**src/rtl/switch_bounce_gen.sv**
```systemverilog
// Bouncing-switch emulator: turns a clean level into an LFSR-driven burst of
// contact bounces followed by a settle period, for exercising debouncers.
module switch_bounce_gen #(
    parameter int unsigned T_UNIT   = 10_000,
    parameter int unsigned SETTLE_T = 2_000_000,
    parameter logic [15:0] SEED     = 16'hACE1,
    parameter int unsigned TMR_W    = 24
) (
    input  logic clk,
    input  logic reset,
    input  logic clean_in,
    input  logic en,
    output logic sw_out,
    output logic busy,
    output logic done
);

    localparam logic [15:0] TAPS = 16'hB400;

    typedef enum logic [1:0] {
        IDLE,
        BOUNCE,
        SETTLE
    } state_t;

    state_t             state;
    logic               level;
    logic [15:0]        lfsr;
    logic [TMR_W-1:0]   timer;
    logic [3:0]         toggles_left;

    logic [15:0]        lfsr_next;
    logic [TMR_W-1:0]   rand_interval;
    logic [3:0]         rand_toggles;
    logic               timer_expired;

    // Galois step plus the random fields drawn from the current LFSR value
    always_comb begin
        lfsr_next     = {1'b0, lfsr[15:1]} ^ (lfsr[0] ? TAPS : 16'h0000);
        rand_interval = TMR_W'((32'(lfsr[3:0]) + 32'd1) * T_UNIT);
        rand_toggles  = {1'b0, lfsr[1:0], 1'b0} + 4'd2;
        timer_expired = (timer <= TMR_W'(1));
    end

    always_ff @(posedge clk or negedge reset) begin
        if (!reset) begin
            state        <= IDLE;
            level        <= 1'b0;
            sw_out       <= 1'b0;
            busy         <= 1'b0;
            done         <= 1'b0;
            lfsr         <= SEED;
            timer        <= '0;
            toggles_left <= '0;
        end else begin
            lfsr <= lfsr_next;
            done <= 1'b0;
            case (state)
                IDLE: begin
                    if (clean_in != level) begin
                        level  <= clean_in;
                        sw_out <= clean_in;
                        if (en) begin
                            toggles_left <= rand_toggles;
                            timer        <= rand_interval;
                            busy         <= 1'b1;
                            state        <= BOUNCE;
                        end
                    end
                end
                BOUNCE: begin
                    if (timer_expired) begin
                        sw_out       <= ~sw_out;
                        toggles_left <= toggles_left - 4'd1;
                        // Even toggle count guarantees sw_out lands back on level here
                        if (toggles_left == 4'd1) begin
                            timer <= TMR_W'(SETTLE_T);
                            state <= SETTLE;
                        end else begin
                            timer <= rand_interval;
                        end
                    end else begin
                        timer <= timer - TMR_W'(1);
                    end
                end
                SETTLE: begin
                    if (timer_expired) begin
                        timer <= '0;
                        done  <= 1'b1;
                        busy  <= 1'b0;
                        state <= IDLE;
                    end else begin
                        timer <= timer - TMR_W'(1);
                    end
                end
                default: begin
                    state <= IDLE;
                end
            endcase
        end
    end

endmodule
```
**config.mk**
```make
export PLATFORM = sky130hd
export DESIGN_NAME = switch_bounce_gen
export DESIGN_NICKNAME = d
export VERILOG_FILES = /design/src/rtl/switch_bounce_gen.sv
export SDC_FILE = /design/constraint.sdc
export NUM_CORES = 1
export LEC_CHECK = 0
export BUFFER_PORTS_ARGS = -buffer_cell sky130_fd_sc_hd__clkbuf_2
export CAP_MARGIN = 20
export CORE_UTILIZATION = 40
export CTS_CLUSTER_DIAMETER = 120
export DETAILED_ROUTE_END_ITERATION = 6
export PLACE_DENSITY = 0.63
export SLEW_MARGIN = 20
export SYNTH_ARGS = -nofsm -noshare
export SYNTH_HDL_FRONTEND = slang
export SYNTH_SLANG_ARGS = --single-unit
```
**constraint.sdc**
```tcl
create_clock -name clk -period 4.7 [get_ports clk]
set_input_delay 0.94 -clock clk [delete_from_list [all_inputs] [get_ports clk]]
set_output_delay 0.94 -clock clk [all_outputs]
set_load 0.01 [all_outputs]
```
======== Word level (Yosys, flattened, before mapping) ========
Index checks and enable logic that the tools add are counted.
storage, ports and cells
  output and inout bits ................... 3
  register bits after elaboration ......... 50
  input port bits ......................... 4
  word-level logic and storage cells ...... 61
operators by class
  multipliers ............................. 1
  $add $sub $neg .......................... 4
  reduce and logical (&&, ||, !) cells .... 10
  muxes and demuxes ....................... 26
  bitwise gates (word level) .............. 2
  magnitude comparators ................... 1
  equality and inequality tests ........... 9
operators by type and width
  operator                                                          number
  two-way mux 24 bit                                                4
  one-hot mux 24 bit (3 select lines)                               1
  less-or-equal comparator 24 x 1 -> 1 bit (second input constant)  1
  subtractor 24 x 1 -> 24 bit (second input constant)               1
  two-way mux 21 bit                                                1
  two-way mux 16 bit                                                1
  XOR 15 x 16 -> 16 bit                                             1
  multiplier 5 x 10 -> 15 bit (second input constant)               1
  two-way mux 4 bit                                                 3
  two-way mux 2 bit                                                 5
  inequality test 2 bit (second input constant)                     5
  one-hot mux 4 bit (2 select lines)                                1
  AND reduction 4 bit                                               2
  two-way mux 1 bit                                                 7
  one-hot mux 2 bit (3 select lines)                                1
  AND reduction 3 bit                                               2
  adder 4 x 1 -> 5 bit (second input constant)                      1
  AND reduction 5 bit                                               1
  adder 3 x 2 -> 4 bit (second input constant)                      1
  equality test 4 x 1 -> 1 bit (second input constant)              1
  one-hot mux 1 bit (2 select lines)                                2
  nonzero test 2 bit                                                2
  subtractor 4 x 1 -> 4 bit (second input constant)                 1
  nonzero test 3 bit                                                1
  other kinds (6)                                                   6

======== Longest topological paths before layout ========
  depth after elaboration ................. 5
  depth in mapped cells ................... 17
  depth with buffers taken out ............ 16

======== Worst setup path before layout ========
Ideal clock, no wire load.
  kind .................................... register -> register
  start point ............................. register lfsr[0]
  end point ............................... register timer[18]
  setup slack ............................. 0.797 ns
  arrival time ............................ 3.838 ns
  buffers on the path ..................... 1
  data required time ...................... 4.635 ns
  library setup time ...................... 0.065 ns
  clock period less this slack ............ 3.903 ns
  stages on the path, launching flop included .. 18
  cell sequence ........................... dfstp_2 clkbuf_1 nand3_1 xor2_1 inv_1 fa_1 inv_1 ha_1 inv_1 fa_1 inv_1 ha_1 nand3_1 o211ai_1 nor2_1 o21a_1 o311ai_0 o221a_2
between the ends
  word-level cells in the longest chain between the ends .. 5
  elaborated cells on any way between the ends .. 7
  classes of those cells .................. add/sub (1); mul (1); mux (5)
RTL lines
  element                                                          RTL line  RTL
  from (decl)                                                      28        logic [15:0] lfsr;
  from (signal assigned)                                           56        lfsr <= lfsr_next;
  adder 4 x 1 -> 5 bit (*)                                         40        rand_interval = TMR_W'((32'(lfsr[3:0]) + 32'd1) * T_UNIT);
  multiplier 5 x 10 -> 15 bit (*)                                  40
  two-way mux 21 bit / two-way mux 24 bit (equally long branches)  76, 63
  two-way mux 24 bit (on tied branches)                            72, 60
  one-hot mux 24 bit (3 select lines) (*)                          58        case (state)
  to (signal assigned)                                             65        timer <= rand_interval;
  to (signal assigned)                                             77        timer <= TMR_W'(SETTLE_T);
  to (signal assigned)                                             80        timer <= rand_interval;
  to (decl)                                                        29        logic [TMR_W-1:0] timer;
Every way passes the cells marked *; elsewhere a longest branch is shown, timed or not. The select of a mux whose other input is x is not followed.
A chain may end at the register's enable or synchronous reset.

======== Worst setup path after layout ========
Same ends and word-level chain as after synthesis.

==> results.yml <==
run_status:
  status: "finished, final reports clean"
clock_tree:
  insertion_delay_ns: 0.31
  cts_setup_buffers: 0
  cts.sinks: 50
  h-tree-depth: 2
  cts_hold_repair.buffers: 0
  ctsResizeCount: 0
  cts_tree: "done"
  cts_buffers: 5
  clockRootBuffer: "clkbuf_8"
  cts_buffer_depth: 2
  path_clk_slew_ns: 0.09
placed_design:
  io_buffers: 6
  place_ws_ns: 0.619
  dp_hpwl_mm: 5.95
  globalplace.congestion: 0.839
min_path:
  min_path_type: "reg -> reg"
  hp-start: "lfsr[4]"
routing:
  vias: 2923
  post_drt_via_cell_ratio: 6.03
  route.detailed.drc: 0
  post_drt_wl_per_cell_um: 17.0
  first_pass_iters: 5
  final_antenna_net_count: 0
  initialDrtViolationCount: 243
  routed_wl_mm: 8.23
setup_path:
  worstPathArrival_ns: 4.32
  crit_fanout: 10
  cp-start-kind: "flop"
  crit_path_end_kind: "flop"
  worstSetupPathType: "reg -> reg"
  r2r-start: "lfsr[0]"
  crit_required_ns: 4.95
  startpoint: "lfsr[0]"
synthesis:
  yosys_warnings: 0
  yosysUniqueCellTypes: 63
  synth_top_cells_by_area: "dfrtp_1 (31%), ha_1 (11%), dfstp_2 (6.1%)"
  syn_avg_cell_area_um2: 9.19
  synth_top_area_frac: 0.305
  synth_ff_type: "dfrtp_1"
  synth_area_um2: 3440
  async_flop_share: 1.00
  synth_top_area_cell: "dfrtp_1"
  ys_ff_latch: 50
  seq_area_frac_synth: 0.366
  syn_inst: 375
  synth.net_count: 413
  synth-edff-count: 0
sta:
  setup_viol: 0
  grt_setup_unrepaired: "false"
  fin_setup_tns_ns: 0
  worst_pin_slew_ns: 0.805
  fin_ws_ns: 0.630
  slew_headroom: 0.463
  maxClockFrequency_ghz: 0.246
  fin_crit_sh: 0.866
  skew_ns: 0.00706
  hold_viol: 0
  slew_violations: 0
  finalCriticalPeriod_ns: 4.07
layout:
  nets: 417
  mostFrequentLayoutCells: "dfrtp_1 (42), o21ai_0 (35), nand2_1 (31), ha_1 (30), nor2_1 (29)"
  final_common_cell: "dfrtp_1"
  drive_above_1_share: 0.111
  num-fill-cells: 815
  syn2layout_area_growth_pct: 7.16
  diodes: 0
die:
  floorplan.die.height_um: 94.8
  core-area_um2: 8260
  io_pins: 7
  std_cell_rows: 33
  die_area_um2: 8990
  die_w_um: 94.8
  initial_core_util: 0.417
global_route:
  grt_pass1_wl_mm: 14.5
  grt_max_degree: 51
  antenna_found_initial: 0
  grt_overflow_total: 0
  grt_util_all_layers: 0.207
  first_global_vias: 2868
pwr:
  peakVddDrop_uv: 207
  leakage_nw: 1.65
  power_density_nw_per_um2: 491
flow_run:
  drv_cap: 0
-- critical path, cell delays in order, from the launching register on --
cell and delay [ns]:
dfstp_2 0.69, ha_1 0.28, nand3_1 0.13, inv_1 0.25
fa_1 0.44, inv_1 0.06, ha_1 0.13, inv_1 0.05
fa_1 0.47, inv_1 0.04, ha_1 0.33, nand3_1 0.09
o211ai_1 0.22, nor2_1 0.10, o21a_1 0.18, o311ai_0 0.32
o221a_2 0.24
-- per-stage QoR --
step / instances / instance area, µm² / power, W / util / hold slack [ns]
5_1_grt: 485 / 3690 / 0.00196 / 0.447 / 0.365
3_3_place_gp: 477 / 3580 / 0.00149 / 0.433 / 0.334
3_5_place_dp: 477 / 3580 / 0.00149 / 0.433 / 0.340
6_report: 485 / 3690 / 0.00181 / 0.447 / 0.361
2_1_floorplan: 375 / 3440 / 0.00126 / - / 0.331
4_1_cts: 485 / 3690 / 0.00182 / 0.447 / 0.362
-- synthesized netlist by cell type, types with 3 or more instances --
cell / instances
a21oi_1: 19
a221o_1: 5
a31oi_1: 5
clkbuf_1: 10
dfrtp_1: 42
dfstp_2: 8
fa_1: 4
ha_1: 30
inv_1: 22
nand2_1: 31
nand2b_1: 5
nand3_1: 11
nand4_1: 4
nor2_1: 29
nor2b_1: 6
nor3_1: 13
nor4_1: 6
o211ai_1: 3
o21ai_0: 35
o221ai_1: 4
o31ai_1: 4
o41ai_1: 4
or3_1: 6
or4_1: 3
xnor2_1: 7
xor2_1: 8
-- registers in the layout, indices dropped and copies added (netlist names) --
signal	count
state	2
lfsr	16
level	1
busy	1
timer	24
sw_out	1
done	1
toggles_left	4
-- final cells by class --
class                           count  area (µm²)  share of cell area
Inverter                           23        86.3              0.0234
Multi-Input combinational cell    290        2050               0.555
Clock inverter                      3        43.8              0.0119
Sequential cell                    50        1260               0.342
Clock buffer                        5        68.8              0.0186
Tap cell                          105         131              0.0356
Timing Repair Buffer                9        52.6              0.0142
-- logic make-up after synthesis --
| group | after synthesis | share of synthesized area |
|---|---|---|
| flops | 50 | 0.366 |
| fa+ha+maj | 34 | 0.132 |
| mux | 4 | 0.0123 |
| xor+xnor | 15 | 0.0381 |
| simple gates | 132 | 0.203 |
| compound gates | 105 | 0.209 |
| buf+inv | 35 | 0.0396 |
-- path summary, 6_finish.rpt --
check / end / cells past startpoint / slack, ns
max reg2reg: timer[18] / 16 / 0.63
min reg2reg: lfsr[3] / 0 / 0.36
min: lfsr[3] / 0 / 0.36
max: timer[18] / 16 / 0.63
min in group asynchronous: timer[20] / 2 / 0.72
max in group asynchronous: timer[18] / 2 / 3.52
-- layer usage --
layer  vias to the layer above  global-route usage  share of wire
met3                        11              0.0274          0.045
met4                         0              0.0556          0.014
met2                        88               0.324           0.46
met1                      1428               0.298           0.48
li1                       1396                   -              -
met5                         -                   0              0
-- power by group --
group / internal, W / total [W] / switching, W
Sequential: 0.000519 / 0.000628 / 0.000109
Combinational: 0.000320 / 0.000870 / 0.000550
Clock: 0.000160 / 0.000315 / 0.000155
(Power assumes the default switching activity.)
